`src/rtl/timer_prescaler.sv`:
```
// Single-clock timer prescaler: produces a one-pclk tick and a registered divided clock.
// Ratio changes are deferred to the period wrap so every period completes with a single D.
module timer_prescaler #(
    parameter int CKS_W = 2,
    parameter int DIV_W = 8
) (
    input  logic             pclk,
    input  logic             presetn,
    input  logic             en,
    input  logic             clr,
    input  logic             mode,
    input  logic [CKS_W-1:0] cks,
    input  logic [DIV_W-1:0] div_val,
    output logic             tick,
    output logic             clk_out,
    output logic             pend,
    output logic [DIV_W-1:0] cnt_o
);

    typedef logic [DIV_W:0] ratio_t;

    logic             mode_a;
    logic [CKS_W-1:0] cks_a;
    logic [DIV_W-1:0] div_a;
    logic [DIV_W-1:0] cnt;

    logic [DIV_W-1:0] cnt_nxt;
    logic             tick_nxt;
    logic             clk_nxt;
    logic             load;
    logic             wrap;
    ratio_t           d_act;
    ratio_t           d_live;
    ratio_t           d_next;

    function automatic ratio_t ratio(input logic             m,
                                     input logic [CKS_W-1:0] c,
                                     input logic [DIV_W-1:0] d);
        logic [CKS_W:0] sh;
        sh = {1'b0, c} + (CKS_W+1)'(1);
        if (m)
            return {1'b0, d} + ratio_t'(1);
        return ratio_t'(1) << sh;
    endfunction

    assign d_act  = ratio(mode_a, cks_a, div_a);
    assign d_live = ratio(mode, cks, div_val);
    assign pend   = {mode, cks, div_val} != {mode_a, cks_a, div_a};

    // >= rather than == so a ratio shrunk while idle below the held count still wraps promptly.
    assign wrap   = {1'b0, cnt} >= (d_act - ratio_t'(1));

    // NOTE: every variable gets a default before the branches, so no path leaves one unassigned
    // and no latch is inferred.
    always_comb begin
        cnt_nxt  = cnt;
        tick_nxt = 1'b0;
        clk_nxt  = clk_out;
        load     = 1'b0;
        d_next   = d_act;

        if (clr) begin
            cnt_nxt = '0;
            load    = 1'b1;
        end else if (en) begin
            if (wrap) begin
                cnt_nxt  = '0;
                tick_nxt = 1'b1;
                load     = 1'b1;
            end else begin
                cnt_nxt = cnt + DIV_W'(1);
            end
        end else begin
            load = 1'b1;
        end

        if (load)
            d_next = d_live;

        // High for floor(D/2) counts, which also keeps clk_out low forever when D=1.
        if (clr || en)
            clk_nxt = {1'b0, cnt_nxt} < (d_next >> 1);
    end

    // NOTE: sequential state uses non-blocking assignments so all flops sample the same
    // pre-edge values regardless of statement order.
    always_ff @(posedge pclk or negedge presetn) begin
        if (!presetn) begin
            cnt     <= '0;
            tick    <= 1'b0;
            clk_out <= 1'b0;
            mode_a  <= 1'b0;
            cks_a   <= '0;
            div_a   <= '0;
        end else begin
            cnt     <= cnt_nxt;
            tick    <= tick_nxt;
            clk_out <= clk_nxt;
            if (load) begin
                mode_a <= mode;
                cks_a  <= cks;
                div_a  <= div_val;
            end
        end
    end

    assign cnt_o = cnt;

endmodule

```
`config.mk`:
```
export PLATFORM = sky130hd
export DESIGN_NAME = timer_prescaler
export DESIGN_NICKNAME = d
export VERILOG_FILES = /design/src/rtl/timer_prescaler.sv
export SDC_FILE = /design/constraint.sdc
export NUM_CORES = 1
export LEC_CHECK = 0
export BUFFER_PORTS_ARGS = -buffer_cell sky130_fd_sc_hd__buf_2
export CORE_AREA = 2 2 92 85
export DETAILED_ROUTE_END_ITERATION = 10
export DIE_AREA = 0 0 94 87
export PLACE_DENSITY = 0.54
export REMOVE_ABC_BUFFERS = 1
export SLEW_MARGIN = 20
export SYNTH_ARGS = -nofsm -noshare
export SYNTH_HDL_FRONTEND = slang
export SYNTH_SLANG_ARGS = --single-unit
```
`constraint.sdc`:
```
create_clock -name pclk -period 13.9 [get_ports pclk]
set_clock_uncertainty 0.1 [all_clocks]
set_input_delay 3.475 -clock pclk [delete_from_list [all_inputs] [get_ports pclk]]
set_output_delay 3.475 -clock pclk [all_outputs]
set_load 0.02 [all_outputs]
```
==> impl_metrics.env, run 1 <==
export IMPL_cts_tree="built"
export IMPL_numClockSinks=21
export IMPL_setup_reg_to_reg_worst_slack_ns=8.80
export IMPL_period_share=0.568
export IMPL_worst_slew_margin_rel=0.483
export IMPL_combinationalPowerShare=0.379
export IMPL_drv_slew=0
export IMPL_p_clk_frac=0.230
export IMPL_synthesis_area_per_instance_um2=9.06
export IMPL_place_hpwl_um=4020
export IMPL_global_route_wire_length_before_repair_um=8640
export IMPL_synth_top_area_cell="sky130_fd_sc_hd__dfrtp_1"
export IMPL_drt_first_pass_iters=4
export IMPL_fmaxAchievable_mhz=127
export IMPL_root_buffer="sky130_fd_sc_hd__clkbuf_8"
export IMPL_synthDominantCellAreaShare=0.249
export IMPL_dp_worst_setup_slack_ns=6.01
export IMPL_synth_seq_cells=21
export IMPL_cp_cell_sequence="buf_2, xor2_1, nor4_1, nand3_1, buf_2"
export IMPL_rows=30
export IMPL_most_common_layout_cells="sky130_fd_sc_hd__xor2_1 (27), sky130_fd_sc_hd__buf_2 (25), sky130_fd_sc_hd__dfrtp_1 (21)"
export IMPL_whs_path_depth=1
export IMPL_antenna_cells=0
export IMPL_cts_max_path_buffers=2
export IMPL_routed_wirelength_um=5320
export IMPL_critPathMostFrequentCell="sky130_fd_sc_hd__buf_2"
export IMPL_cp_startpoint_kind="input pin"
export IMPL_fillers=758
export IMPL_layout_cells_most_common="sky130_fd_sc_hd__xor2_1"
export IMPL_fin_nets=289
export IMPL_die_boundary_height_um=87
export IMPL_crit_reg2reg_launch="div_a[0]"
export IMPL_grt_total_usage=0.135
export IMPL_start_util=0.289
export IMPL_synth_top_flop_cell="sky130_fd_sc_hd__dfrtp_1"
export IMPL_post_drt_via_cell_ratio=5.13
export IMPL_r2r_end="clk_out"
export IMPL_floorplan_die_area_mm2=0.00818
export IMPL_die_width_um=94
export IMPL_detailroute_via_count=1794
export IMPL_pin_slew_with_the_least_headroom_to_its_limit_ns=0.772
export IMPL_layout_cells_non_filler=350
export IMPL_global_route_total_overflow=0
export IMPL_holdCritStartpoint="div_a[0]"
export IMPL_cts_setup_buffers=0
export IMPL_crit_family="simple AND/OR/NAND/NOR gates"
export IMPL_synth_distinct_cells=51
export IMPL_internal_power_mw=0.116
export IMPL_power_share_switching=0.387
export IMPL_rsz0062_at_grt="false"
export IMPL_timing_critical_path_required_ns=10.32
export IMPL_drc_errors=0
export IMPL_hold_path_endpoint="div_a[0]"
export IMPL_area_overhead_vs_synth_pct=11.8
export IMPL_largest_net_degree_at_the_start_of_global_routing=25
export IMPL_detail_route_iter0_violations=51
export IMPL_fin_tns_setup_ns=0
export IMPL_synth_edff_count=0
export IMPL_crit_path_top_delay_cell="sky130_fd_sc_hd__nor4_1"
export IMPL_ys_async_sr_fraction=1.00
export IMPL_critPathMaxFanout=4
export IMPL_setup_viol=0
export IMPL_syn_cell_area_mm2=0.00211
export IMPL_crit_path_max_incr_delay_ns=0.29
export IMPL_critical_path_endpoint_type="output port"
export IMPL_grt_pass1_vias=1669
export IMPL_power_sequential_fraction=0.392
export IMPL_avgRoutedWirePerCell_um=15.2
export IMPL_layout_core_utilization=0.323
export IMPL_io_pins=26
export IMPL_post_cts_resized=0
export IMPL_io_buffers=25
export IMPL_clk_latency_ns=0.27
export IMPL_netSwitchingPower_mw=0.0730
export IMPL_antenna_found_initial=0
export IMPL_post_route_min_period_ns=7.89
export IMPL_htree_num_levels=1
export IMPL_cts_hold_buf=0
export IMPL_clkSlewWorstSetupHoldPaths_ns=0.08
export IMPL_number_of_cells_produced_by_synthesis=233
export IMPL_synth_top_cells_by_area="sky130_fd_sc_hd__dfrtp_1 (25%), sky130_fd_sc_hd__ha_1 (11%), sky130_fd_sc_hd__xor2_1 (11%)"
export IMPL_critPathArrivalTime_ns=4.32
export IMPL_maxCapViolCount=0
export IMPL_run_status="finished, final reports clean"
export IMPL_gp_congestion=0.801
export IMPL_fp_coreArea_mm2=0.00732
export IMPL_dp_cells=346
export IMPL_route_antenna_remaining_nets=0
export IMPL_static_leakage_power_nw=1.04
export IMPL_r2r_worst_path_cells=20
export IMPL_peakVddDrop_v=0.0000240
export IMPL_power_density_cell_area_mw_per_mm2=79.9
export IMPL_cts_made_buffers=3
export IMPL_hold_violations=0
export IMPL_timing_setup_critical_path_class="input pin to output port"
export IMPL_worst_path_stages=5
export IMPL_path_buf_inv=2
export IMPL_hold_path_class="register to register"
export IMPL_layout_drive_gt1_share=0.177
export IMPL_synth_warning_count=0
export IMPL_synth_yosys_seq_area_share=0.249
export IMPL_fin_ws_ns=6.01
==> registers in the layout, summed over array words and instances, names as in the netlist <==
signal   cells
cks_a        2
clk_out      1
cnt_o        8
mode_a       1
div_a        8
tick         1
==> routing by layer <==
metal / vias up / routed length [um] / track usage / part of all wire
met3: 5 / 136 / 0.0121 / 0.026
met2: 28 / 2440 / 0.217 / 0.46
met1: 860 / 2650 / 0.191 / 0.50
met4: 0 / 87 / 0.0474 / 0.016
met5: - / 0 / 0 / 0
li1: 901 / - / - / -
==> how the worst max path moves through the flow <==
stage	from	slack [ns]	to
global placement	div_val[7]	5.99	pend
finish	div_val[7]	6.01	pend
floorplan	div_val[7]	6.24	pend
detailed placement	div_val[7]	6.01	pend
CTS	div_val[7]	6.01	pend
global route	div_val[7]	5.93	pend
==> per-stage QoR <==
step / power, mW / hold slack [ns] / cell area (um2)
after floorplan: 0.124 / 0.446 / 2060
after global placement: 0.146 / 0.517 / 2320
after detailed placement: 0.146 / 0.508 / 2320
after CTS: 0.190 / 0.526 / 2360
after global routing: 0.202 / 0.550 / 2360
final: 0.189 / 0.532 / 2360
==> worst register-to-register path, delay by kind of cell, from the launching register on <==
| kind | cells | cell delay [ns] |
|---|---|---|
| flops | 1 | 0.45 |
| buf+inv | 1 | 0.27 |
| compound gates | 9 | 2.35 |
| simple gates | 5 | 0.68 |
| xor+xnor | 2 | 0.33 |
| fa+ha+maj | 3 | 0.83 |
==> cell families (layout without fill, tap and decap cells) <==
| kind of cell | after synthesis | after routing | share of synthesized area |
|---|---|---|---|
| AND/OR/NAND/NOR | 86 | 86 | 0.221 |
| AO/OA/AOI/OAI | 44 | 44 | 0.155 |
| XOR/XNOR | 36 | 36 | 0.149 |
| flip-flops | 21 | 21 | 0.249 |
| adder cells (fa/ha/maj) | 19 | 19 | 0.113 |
| buffers and inverters | 14 | 35 | 0.0314 |
| multiplexers | 13 | 13 | 0.0823 |
==> area by class of cell <==
cell class,count,area (um2),share of cell area
clock buffers,4,45.0,0.0191
multi-input cells,198,1520,0.644
well taps,96,120,0.0508
flip-flops and latches,21,526,0.222
repair buffers,26,133,0.0561
inverters,5,18.8,0.00794
==> Yosys cell counts (2+ instances only) <==
cell / count
sky130_fd_sc_hd__xor2_1: 27
sky130_fd_sc_hd__dfrtp_1: 21
sky130_fd_sc_hd__ha_1: 19
sky130_fd_sc_hd__nand2_1: 19
sky130_fd_sc_hd__nand3_1: 14
sky130_fd_sc_hd__nor2_1: 14
sky130_fd_sc_hd__a21oi_1: 12
sky130_fd_sc_hd__xnor2_1: 9
sky130_fd_sc_hd__mux2_4: 8
sky130_fd_sc_hd__a211oi_1: 7
sky130_fd_sc_hd__nor3_1: 7
sky130_fd_sc_hd__and3_1: 6
sky130_fd_sc_hd__clkbuf_1: 5
sky130_fd_sc_hd__inv_1: 5
sky130_fd_sc_hd__nand2b_1: 5
sky130_fd_sc_hd__nand4_1: 4
sky130_fd_sc_hd__a31oi_1: 3
sky130_fd_sc_hd__mux2_1: 3
sky130_fd_sc_hd__nor4_1: 3
sky130_fd_sc_hd__o21ai_0: 3
sky130_fd_sc_hd__o21ai_1: 3
sky130_fd_sc_hd__and2_1: 2
sky130_fd_sc_hd__buf_2: 2
sky130_fd_sc_hd__mux2i_1: 2
sky130_fd_sc_hd__nand3b_1: 2
sky130_fd_sc_hd__nor2b_1: 2
sky130_fd_sc_hd__nor3b_1: 2
==> power by group through the flow <==
stage | Combinational, mW | Sequential (mW) | Clock, mW
4_1_cts | 0.0718 | 0.0739 | 0.0446
3_3_place_gp | 0.0704 | 0.0751 | 0
2_1_floorplan | 0.0503 | 0.0741 | 0
3_5_place_dp | 0.0712 | 0.0751 | 0
5_1_grt | 0.0805 | 0.0749 | 0.0470
6_report | 0.0715 | 0.0739 | 0.0433
Note: power is estimated with default switching activity, not from simulation.
==> run 2: changes to the inputs <==
==> constraint.sdc (replaced) <==
create_clock -name pclk -period 8.1 [get_ports pclk]
set_clock_uncertainty 0.1 [all_clocks]
set_input_delay 2.025 -clock pclk [delete_from_list [all_inputs] [get_ports pclk]]
set_output_delay 2.025 -clock pclk [all_outputs]
set_load 0.02 [all_outputs]
==> run 2 against run 1 <==
Setup slack worse by 2.9 ns. Via count down 2.0%. Power up 70%. Core utilization unchanged. First-iteration DRC count up 150%. Wire length up 0.45%. Die area unchanged. Clock power up 68%. Register-to-register slack worse by 5.7 ns. Global-route usage up 0.36 points. Critical endpoint unchanged. Largest power group unchanged. Highest routed layer unchanged.
==> impl_metrics.env, run 2 (same netlist as run 1, synthesis figures left out) <==
export IMPL_run_status="finished, final reports clean"
export IMPL_place_hpwl_um=4070
export IMPL_numClockSinks=21
export IMPL_cp_cell_sequence="buf_2, xor2_1, nor3_1, nand3_1, buf_2"
export IMPL_die_boundary_height_um=87
export IMPL_fillers=772
export IMPL_hold_path_class="register to register"
export IMPL_drt_first_pass_iters=4
export IMPL_critical_path_startpoint="mode"
export IMPL_netSwitchingPower_mw=0.124
export IMPL_start_util=0.289
export IMPL_grt_total_usage=0.139
export IMPL_dp_worst_setup_slack_ns=3.06
export IMPL_detail_route_iter0_violations=126
export IMPL_p_clk_frac=0.226
export IMPL_layout_cells_most_common="sky130_fd_sc_hd__xor2_1"
export IMPL_setup_viol=0
export IMPL_floorplan_die_area_mm2=0.00818
export IMPL_critPathMaxFanout=14
export IMPL_crit_path_top_delay_cell="sky130_fd_sc_hd__buf_2"
export IMPL_cts_made_buffers=3
export IMPL_whs_path_depth=1
export IMPL_rsz0062_at_grt="false"
export IMPL_fin_ws_ns=3.06
export IMPL_critPathMostFrequentCell="sky130_fd_sc_hd__buf_2"
export IMPL_cts_setup_buffers=0
export IMPL_r2r_worst_path_cells=19
export IMPL_fin_nets=289
export IMPL_antenna_found_initial=0
export IMPL_antenna_cells=0
export IMPL_avgRoutedWirePerCell_um=15.3
export IMPL_layout_drive_gt1_share=0.177
export IMPL_post_drt_via_cell_ratio=5.03
export IMPL_global_route_total_overflow=0
export IMPL_hold_violations=0
export IMPL_grt_pass1_vias=1676
export IMPL_period_share=0.622
export IMPL_htree_num_levels=1
export IMPL_worst_slew_margin_rel=0.537
export IMPL_r2r_end="clk_out"
export IMPL_hold_path_endpoint="div_a[0]"
export IMPL_detailroute_via_count=1759
export IMPL_timing_critical_path_required_ns=5.98
export IMPL_fin_tns_setup_ns=0
export IMPL_rows=30
export IMPL_cts_max_path_buffers=2
export IMPL_timing_setup_critical_path_class="input pin to output port"
export IMPL_drv_slew=0
export IMPL_maxCapViolCount=0
export IMPL_area_overhead_vs_synth_pct=11.8
export IMPL_power_share_switching=0.384
export IMPL_internal_power_mw=0.198
export IMPL_routed_wirelength_um=5340
export IMPL_power_sequential_fraction=0.395
export IMPL_post_route_min_period_ns=5.04
export IMPL_layout_core_utilization=0.323
export IMPL_cts_tree="built"
export IMPL_gp_congestion=0.795
export IMPL_holdCritStartpoint="div_a[0]"
export IMPL_clk_latency_ns=0.27
export IMPL_largest_net_degree_at_the_start_of_global_routing=25
export IMPL_crit_path_max_incr_delay_ns=0.27
export IMPL_io_buffers=25
export IMPL_fmaxAchievable_mhz=198
export IMPL_most_common_layout_cells="sky130_fd_sc_hd__xor2_1 (27), sky130_fd_sc_hd__buf_2 (25), sky130_fd_sc_hd__dfrtp_1 (21)"
export IMPL_drc_errors=0
export IMPL_critPathArrivalTime_ns=2.91
export IMPL_power_mw=0.322
export IMPL_combinationalPowerShare=0.380
export IMPL_pin_slew_with_the_least_headroom_to_its_limit_ns=0.691
export IMPL_static_leakage_power_nw=1.04
export IMPL_die_width_um=94
export IMPL_power_density_cell_area_mw_per_mm2=136
export IMPL_cp_startpoint_kind="input pin"
export IMPL_post_cts_resized=0
export IMPL_root_buffer="sky130_fd_sc_hd__clkbuf_8"
export IMPL_crit_reg2reg_launch="mode_a"
export IMPL_cts_hold_buf=0
export IMPL_io_pins=26
export IMPL_critical_path_endpoint_type="output port"
export IMPL_setup_reg_to_reg_worst_slack_ns=3.14
export IMPL_peakVddDrop_v=0.0000534
export IMPL_fp_coreArea_mm2=0.00732
export IMPL_clkSlewWorstSetupHoldPaths_ns=0.08
export IMPL_route_antenna_remaining_nets=0
export IMPL_global_route_wire_length_before_repair_um=8930
==> run 2: cell counts in the layout (fill, tap and decap cells not counted) <==
Identical to the previous run, type by type.
==> run 2: final cells by class <==
type	instances	area (um2)	share of cell area
multi-input cells	198	1520	0.644
flip-flops and latches	21	526	0.222
repair buffers	26	133	0.0561
well taps	96	120	0.0508
clock buffers	4	45.0	0.0191
inverters	5	18.8	0.00794
==> run 2: worst max-delay path, delay by kind of cell <==
family,cells,cell delay (ns)
buffers and inverters,2,0.44
and+or+nand+nor,2,0.34
xor gates and xnor gates,1,0.10
==> run 2: through the flow <==
stage | instances | hold slack, ns | instance area [um2]
2_1_floorplan | 224 | 0.446 | 2060
3_3_place_gp | 346 | 0.481 | 2320
3_5_place_dp | 346 | 0.515 | 2320
4_1_cts | 350 | 0.535 | 2360
5_1_grt | 350 | 0.567 | 2360
6_report | 350 | 0.531 | 2360
==> run 2: worst max-delay path by stage <==
stage,to,slack (ns),cells after the start
after CTS,pend,3.05,5
after detailed placement,pend,3.06,5
after floorplan,pend,3.34,3
after global placement,pend,3.07,5
after global routing,clk_out,2.58,20
final,pend,3.06,5
==> run 2: power groups by stage <==
stage / Combinational [mW] / Clock (mW) / Sequential (mW)
2_1_floorplan: 0.0863 / 0 / 0.127
6_report: 0.122 / 0.0727 / 0.127
3_3_place_gp: 0.122 / 0 / 0.129
3_5_place_dp: 0.123 / 0 / 0.129
4_1_cts: 0.124 / 0.0765 / 0.127
5_1_grt: 0.140 / 0.0821 / 0.129
==> run 2: layer usage <==
metal / GRT usage / up-vias / part of all wire
met5: 0 / - / 0
met4: 0.0356 / 0 / 0.011
met3: 0.00866 / 4 / 0.016
met2: 0.225 / 19 / 0.47
met1: 0.202 / 834 / 0.51
li1: - / 902 / -
